$ cat config.mk
export PLATFORM = sky130hd
export DESIGN_NAME = sdr_rd
export DESIGN_NICKNAME = d
export VERILOG_FILES = /design/src/rtl/sdr_rd.sv
export SDC_FILE = /design/constraint.sdc
export NUM_CORES = 1
export LEC_CHECK = 0
export ABC_CLOCK_PERIOD_IN_PS = 2300
export BUFFER_PORTS_ARGS = -buffer_cell sky130_fd_sc_hd__buf_2
export CAP_MARGIN = 20
export CORE_UTILIZATION = 50
export DETAILED_ROUTE_END_ITERATION = 8
export GPL_ROUTABILITY_DRIVEN = 0
export HOLD_SLACK_MARGIN = 0.02
export PLACE_DENSITY = 0.77
export SLEW_MARGIN = 20
export SYNTH_ARGS = -nofsm -noshare
export SYNTH_HDL_FRONTEND = slang
export SYNTH_SLANG_ARGS = --single-unit
export TNS_END_PERCENT = 5
$ cat constraint.sdc
create_clock -name clk -period 2.3 [get_ports clk]
set_clock_uncertainty 0.15 [all_clocks]
set_input_delay 0.23 -clock clk [delete_from_list [all_inputs] [get_ports clk]]
set_output_delay 0.23 -clock clk [all_outputs]
set_load 0.005 [all_outputs]
$ cat src/rtl/sdr_rd.sv
// -----------------------------------------------------------------------------
// sdr_rd -- single-access SDRAM read sequencer.
//
// On an accepted request it drives ACTIVE, waits NRCD clocks, drives READ
// (no auto-precharge), registers BURST_LEN beats from sdr_DQ once CAS_LAT has
// elapsed, drives PRECHARGE, waits NRP clocks and pulses rd_exit so the
// arbiter can hand the command bus to another sequencer.
//
// Ports:
//   clk, rst_n        controller clock, asynchronous active-low reset
//   sdr_rd_req        one-cycle request, only looked at while idle
//   sdr_bank_addr     bank        (latched on the accepted request)
//   sdr_row_addr      row         (latched on the accepted request)
//   sdr_col_addr      start col   (latched on the accepted request)
//   sdr_CKE/nCS/DQM   constant SDRAM control levels
//   sdr_BA, sdr_A     registered bank / address
//   sdr_nRAS/nCAS/nWE registered command
//   sdr_DQ            read data from the SDRAM
//   rd_data           last captured beat (held between bursts)
//   rd_data_valid     one pulse per captured beat
//   rd_busy           high from ACTIVE through the rd_exit cycle
//   rd_exit           one-cycle completion pulse
// -----------------------------------------------------------------------------
module sdr_rd #(
  parameter int NRCD      = 3,
  parameter int CAS_LAT   = 3,
  parameter int BURST_LEN = 4,
  parameter int NRP       = 3
) (
  input  logic        clk,
  input  logic        rst_n,
  input  logic        sdr_rd_req,
  input  logic [1:0]  sdr_bank_addr,
  input  logic [12:0] sdr_row_addr,
  input  logic [8:0]  sdr_col_addr,
  output logic        sdr_CKE,
  output logic        sdr_nCS,
  output logic [1:0]  sdr_BA,
  output logic [12:0] sdr_A,
  output logic        sdr_nRAS,
  output logic        sdr_nCAS,
  output logic        sdr_nWE,
  input  logic [15:0] sdr_DQ,
  output logic [1:0]  sdr_DQM,
  output logic [15:0] rd_data,
  output logic        rd_data_valid,
  output logic        rd_busy,
  output logic        rd_exit
);

  typedef enum logic [2:0] {
    S_IDLE      = 3'd0,
    S_ACTIVE    = 3'd1,
    S_READ      = 3'd2,
    S_CAPTURE   = 3'd3,
    S_PRECHARGE = 3'd4
  } state_e;

  // {nRAS, nCAS, nWE}
  localparam logic [2:0] CMD_NOP       = 3'b111;
  localparam logic [2:0] CMD_ACTIVE    = 3'b011;
  localparam logic [2:0] CMD_READ      = 3'b101;
  localparam logic [2:0] CMD_PRECHARGE = 3'b010;

  // Counter values at which each phase ends. The counter restarts at 0 on
  // every state change, so "last" is the phase length minus one.
  localparam logic [15:0] RCD_LAST   = 16'(NRCD - 1);
  localparam logic [15:0] CAS_LAST   = 16'(CAS_LAT - 1);
  localparam logic [15:0] BURST_LAST = 16'(BURST_LEN - 1);
  localparam logic [15:0] RP_LAST    = 16'(NRP - 1);
  localparam logic [15:0] RP_DONE    = 16'(NRP);

  state_e      state_q, state_d;
  logic [15:0] cnt_q, cnt_d;
  logic [2:0]  cmd_q, cmd_d;
  logic [1:0]  ba_q, ba_d;
  logic [12:0] a_q, a_d;
  logic [8:0]  col_q, col_d;
  logic [15:0] data_q, data_d;
  logic        valid_q, valid_d;
  logic        busy_q, busy_d;
  logic        exit_q, exit_d;

  // Commands are decided on the edge that changes state, so each command is
  // on the bus in the first cycle of its phase and NOP everywhere else.
  always_comb begin
    // NOTE: every signal written here gets a default first; a path that
    // leaves one unassigned would infer a latch.
    state_d = state_q;
    cnt_d   = cnt_q + 16'd1;
    cmd_d   = CMD_NOP;
    ba_d    = ba_q;
    a_d     = a_q;
    col_d   = col_q;
    data_d  = data_q;
    valid_d = 1'b0;
    busy_d  = busy_q;
    exit_d  = 1'b0;

    case (state_q)
      S_IDLE: begin
        cnt_d = '0;
        if (sdr_rd_req) begin
          state_d = S_ACTIVE;
          cmd_d   = CMD_ACTIVE;
          ba_d    = sdr_bank_addr;
          a_d     = sdr_row_addr;
          col_d   = sdr_col_addr;
          busy_d  = 1'b1;
        end
      end

      S_ACTIVE: begin
        if (cnt_q == RCD_LAST) begin
          state_d = S_READ;
          cnt_d   = '0;
          cmd_d   = CMD_READ;
          // A10 low: no auto-precharge, PRECHARGE is issued explicitly.
          a_d     = {4'b0000, col_q};
        end
      end

      S_READ: begin
        // Wait out CAS latency; the first beat arrives on the next edge.
        if (cnt_q == CAS_LAST) begin
          state_d = S_CAPTURE;
          cnt_d   = '0;
        end
      end

      S_CAPTURE: begin
        data_d  = sdr_DQ;
        valid_d = 1'b1;
        // The last beat and PRECHARGE share an edge.
        if (cnt_q == BURST_LAST) begin
          state_d   = S_PRECHARGE;
          cnt_d     = '0;
          cmd_d     = CMD_PRECHARGE;
          a_d[10]   = 1'b0;
        end
      end

      S_PRECHARGE: begin
        if (cnt_q == RP_LAST) begin
          exit_d = 1'b1;
        end
        // Stay one more cycle so the request seen during rd_exit is ignored.
        if (cnt_q == RP_DONE) begin
          state_d = S_IDLE;
          cnt_d   = '0;
          busy_d  = 1'b0;
        end
      end

      default: begin
        state_d = S_IDLE;
        cnt_d   = '0;
        busy_d  = 1'b0;
      end
    endcase
  end

  always_ff @(posedge clk or negedge rst_n) begin
    if (!rst_n) begin
      state_q <= S_IDLE;
      cnt_q   <= '0;
      cmd_q   <= CMD_NOP;
      ba_q    <= '0;
      a_q     <= '0;
      col_q   <= '0;
      data_q  <= '0;
      valid_q <= 1'b0;
      busy_q  <= 1'b0;
      exit_q  <= 1'b0;
    end else begin
      // NOTE: non-blocking assignments so every register updates from the
      // values present before the edge, independent of statement order.
      state_q <= state_d;
      cnt_q   <= cnt_d;
      cmd_q   <= cmd_d;
      ba_q    <= ba_d;
      a_q     <= a_d;
      col_q   <= col_d;
      data_q  <= data_d;
      valid_q <= valid_d;
      busy_q  <= busy_d;
      exit_q  <= exit_d;
    end
  end

  assign sdr_CKE                      = 1'b1;
  assign sdr_nCS                      = 1'b0;
  assign sdr_DQM                      = 2'b00;
  assign sdr_BA                       = ba_q;
  assign sdr_A                        = a_q;
  assign {sdr_nRAS, sdr_nCAS, sdr_nWE} = cmd_q;
  assign rd_data                      = data_q;
  assign rd_data_valid                = valid_q;
  assign rd_busy                      = busy_q;
  assign rd_exit                      = exit_q;

endmodule

==> flow_summary.toml <==
[detailed_routing]
wl_per_cell_um = 14.3
postRouteWirelength_mm = 6.57
drtIter0Drc = 102
dr.pass1.iters = 5
dr_total_vias = 2322
viasPerCell = 5.05
drtAntennaViolNets = 0
drc = 0

[timing]
setup_ws_ns = 0.255
worstMarginPinSlew_ns = 0.544
final_hold_viol_count = 0
fin_crit_ns = 2.04
holdWs_ns = 0.0936
slew_headroom_pct = 63.7
finalCritPeriodShare_pct = 88.9
fmax_mhz = 489
grt_setup_unrepaired = "false"
finalSetupViolCount = 0
fin_setup_tns_ns = 0
drv_slew = 0

[global_routing]
grt_max_degree = 43
antenna_found_initial = 0
grt_pass1_vias = 2330
globalRouteTotalUtil_pct = 23.2
grt_pass1_wl_mm = 10.8
globalRouteOverflowTotal = 0

[floorplan]
coreArea_um2 = 5570
die-height_um = 78.7
rows = 27
fp.dieW_um = 78.7
die_area_um2 = 6190
initial_core_util_pct = 52.7
io_pins = 84

[clock_network]
cts_buffers = 9
clk_latency_ns = 0.34
h-tree-depth = 3
clkSlewWorstSetupHoldPaths_ns = 0.07
cts_tree = "yes"
cts_max_path_buffers = 2
clockRootBuffer = "clkbuf_8"
cts_sinks = 65

[yosys]
synthArstFlopShare_pct = 100
synth_area_um2 = 2940
synth.area.top_cells = "dfrtp_1 (53%), mux2_2 (11%), nand2_1 (7.1%)"
synthDistinctLibCells = 41
synth_edf_count = 0
syn-mean-instance-area_um2 = 11.1
synth_xor_area_share_pct = 4.17
ys_seq_area_share_pct = 55.4
synth_top_family_by_area = "simple AND/OR/NAND/NOR gates"
ys_top_cells_by_count = "dfrtp_1 (62), nand2_1 (56), mux2_2 (29), nor2_1 (20), nand3_1 (10)"
synth_top_area_share_pct = 52.8
yosysWarnings = 0
yosysTopAreaCell = "dfrtp_1"
synthMuxAreaShare_pct = 11.4
synth-main-ff-cell = "dfrtp_1"
synthSimpleGateAreaFrac_pct = 19.7
synth-seq-cells = 65
synth_fa_ha_area_share_pct = 0.851
netlist_instances = 266
synth_compound_area_share_pct = 3.96
synth.most_common_cell = "dfrtp_1"

[outcome]
outcome = "finished, final reports clean"

[power]
finalPower_mw = 4.53
p_leak_nw = 1.91
powerDensity_nw_per_um2 = 1150
ir_drop_mv = 0.750

[layout]
antenna_cells = 0
fin_nets = 428
final_area_um2 = 3920
multi_input_area_um2 = 1200
layout-drive-gt1-share_pct = 36.9
areaGrowthSynthToFinish_pct = 33.4
fillers = 427
final_cell_count_no_fill = 460
final_util_pct = 70.4
seq_area_um2 = 1630

[worst_setup_path]
r2r_slack_ns = 0.26
slowest_delay_ns = 0.43
path_cells = "inv_1, ha_1, nor3b_1, and4_1, a21o_4, mux2_2"
cp-end-kind = "flop"
timing.rr.end = "sdr_A[6]"
timing.rr.start = "cnt_q[0]"
path_max_fanout = 12
arrival_ns = 2.12
cp_slowest_cell = "dfrtp_1"
critPathKind = "flop to flop"
startpoint_type = "flop"
critPathRequiredTime_ns = 2.38
reg2reg_depth = 6

[min_path]
whs_path_depth = 3
min_from = "sdr_row_addr[0]"
hold-path-endpoint = "sdr_A[0]"
hold_path.class = "primary input to flop"

[place]
dp_slack_ns = 0.176
io_buffers = 79
dpl_cell_area_um2 = 3400
hpwl_mm = 4.03
numPlacedInstances = 411

[job]
drv_cap = 0
## worst max-delay path, delay by kind of cell, from the launching register on
kind,cells,cell delay (ns)
compound gates,1,0.23
fa+ha+maj,1,0.14
buf+inv,1,0.08
flops,1,0.43
mux,1,0.35
simple gates,2,0.56
## repair_timing
item	4_1_cts	5_1_grt
hold buffers	32	0
resized for setup	0	1
endpoints found under the hold margin	53	0
setup endpoints to repair	0	18
buffers inserted	0	1
## logic make-up (layout without fill, tap and decap cells)
| kind of cell | Yosys count | count (layout) |
|---|---|---|
| muxes | 30 | 30 |
| AOI/OAI and AO/OA | 16 | 16 |
| buffers and inverters | 22 | 142 |
| xor gates and xnor gates | 14 | 14 |
| other | 2 | 4 |
| and+or+nand+nor | 115 | 115 |
| DFF | 65 | 65 |
| adders and majority gates | 2 | 2 |
## power breakdown
part	internal (mW)	leakage, nW	switching, mW	total, mW
Combinational	0.930	1.00	0.876	1.81
Clock	0.421	0.0887	0.453	0.874
Sequential	1.58	0.814	0.273	1.85
Total	2.93	1.91	1.60	4.53
## worst max-delay path by stage
stage,from,endpoint,slack (ns),depth (start not counted)
after detailed placement,cnt_q[0],sdr_A[6],0.18,6
after floorplan,cnt_q[2],sdr_A[2],0.39,5
after global placement,cnt_q[6],sdr_A[8],0.28,4
after global routing,cnt_q[0],sdr_A[6],0.09,6
final,cnt_q[0],sdr_A[6],0.26,6
after CTS,cnt_q[0],sdr_A[6],0.16,6
## flip-flops by register name, indices dropped and copies added (netlist names)
name / count
sdr_A: 13
rd_data: 16
sdr_BA: 2
cmd_q: 3
rd_exit: 1
rd_data_valid: 1
state_q: 3
col_q: 9
cnt_q: 16
rd_busy: 1
## metal layers
metal | share of wire, % | GRT usage [%]
met5 | 0 | 0
met4 | 2.0 | 11.1
met3 | 4.2 | 5.00
met2 | 51 | 39.9
met1 | 43 | 27.6
## cell type report
| class | instances | share of cell area, % |
|---|---|---|
| timing repair buffer | 118 | 20.2 |
| clock inverter | 6 | 1.08 |
| inverter | 8 | 0.765 |
| multi-input combinational | 181 | 30.6 |
| clock buffer | 10 | 3.51 |
| sequential | 65 | 41.5 |
| tap | 72 | 2.30 |
## layout by cell type (no fill, tap or decap), types with 2 or more instances in the layout
cell           count
a21oi_1            2
clkinv_2           2
nor2b_1            2
xor2_1             8
ha_1               2
buf_2             79
nand2_1           56
clkinvlp_4         2
nor3_1             2
xnor2_1            6
conb_1             4
buf_12             2
nor2_1            20
o21ai_0            6
nor3b_1            2
buf_4              5
dlygate4sd3_1     32
mux2_2            29
dfrtp_1           62
nor4_2             3
nand3_1           10
or3_1              3
dfstp_2            3
a211oi_1           3
and4_1             4
inv_1              7
nand4_1            5
clkbuf_8          10
No activity file was read; power rests on OpenSTA's default activity.
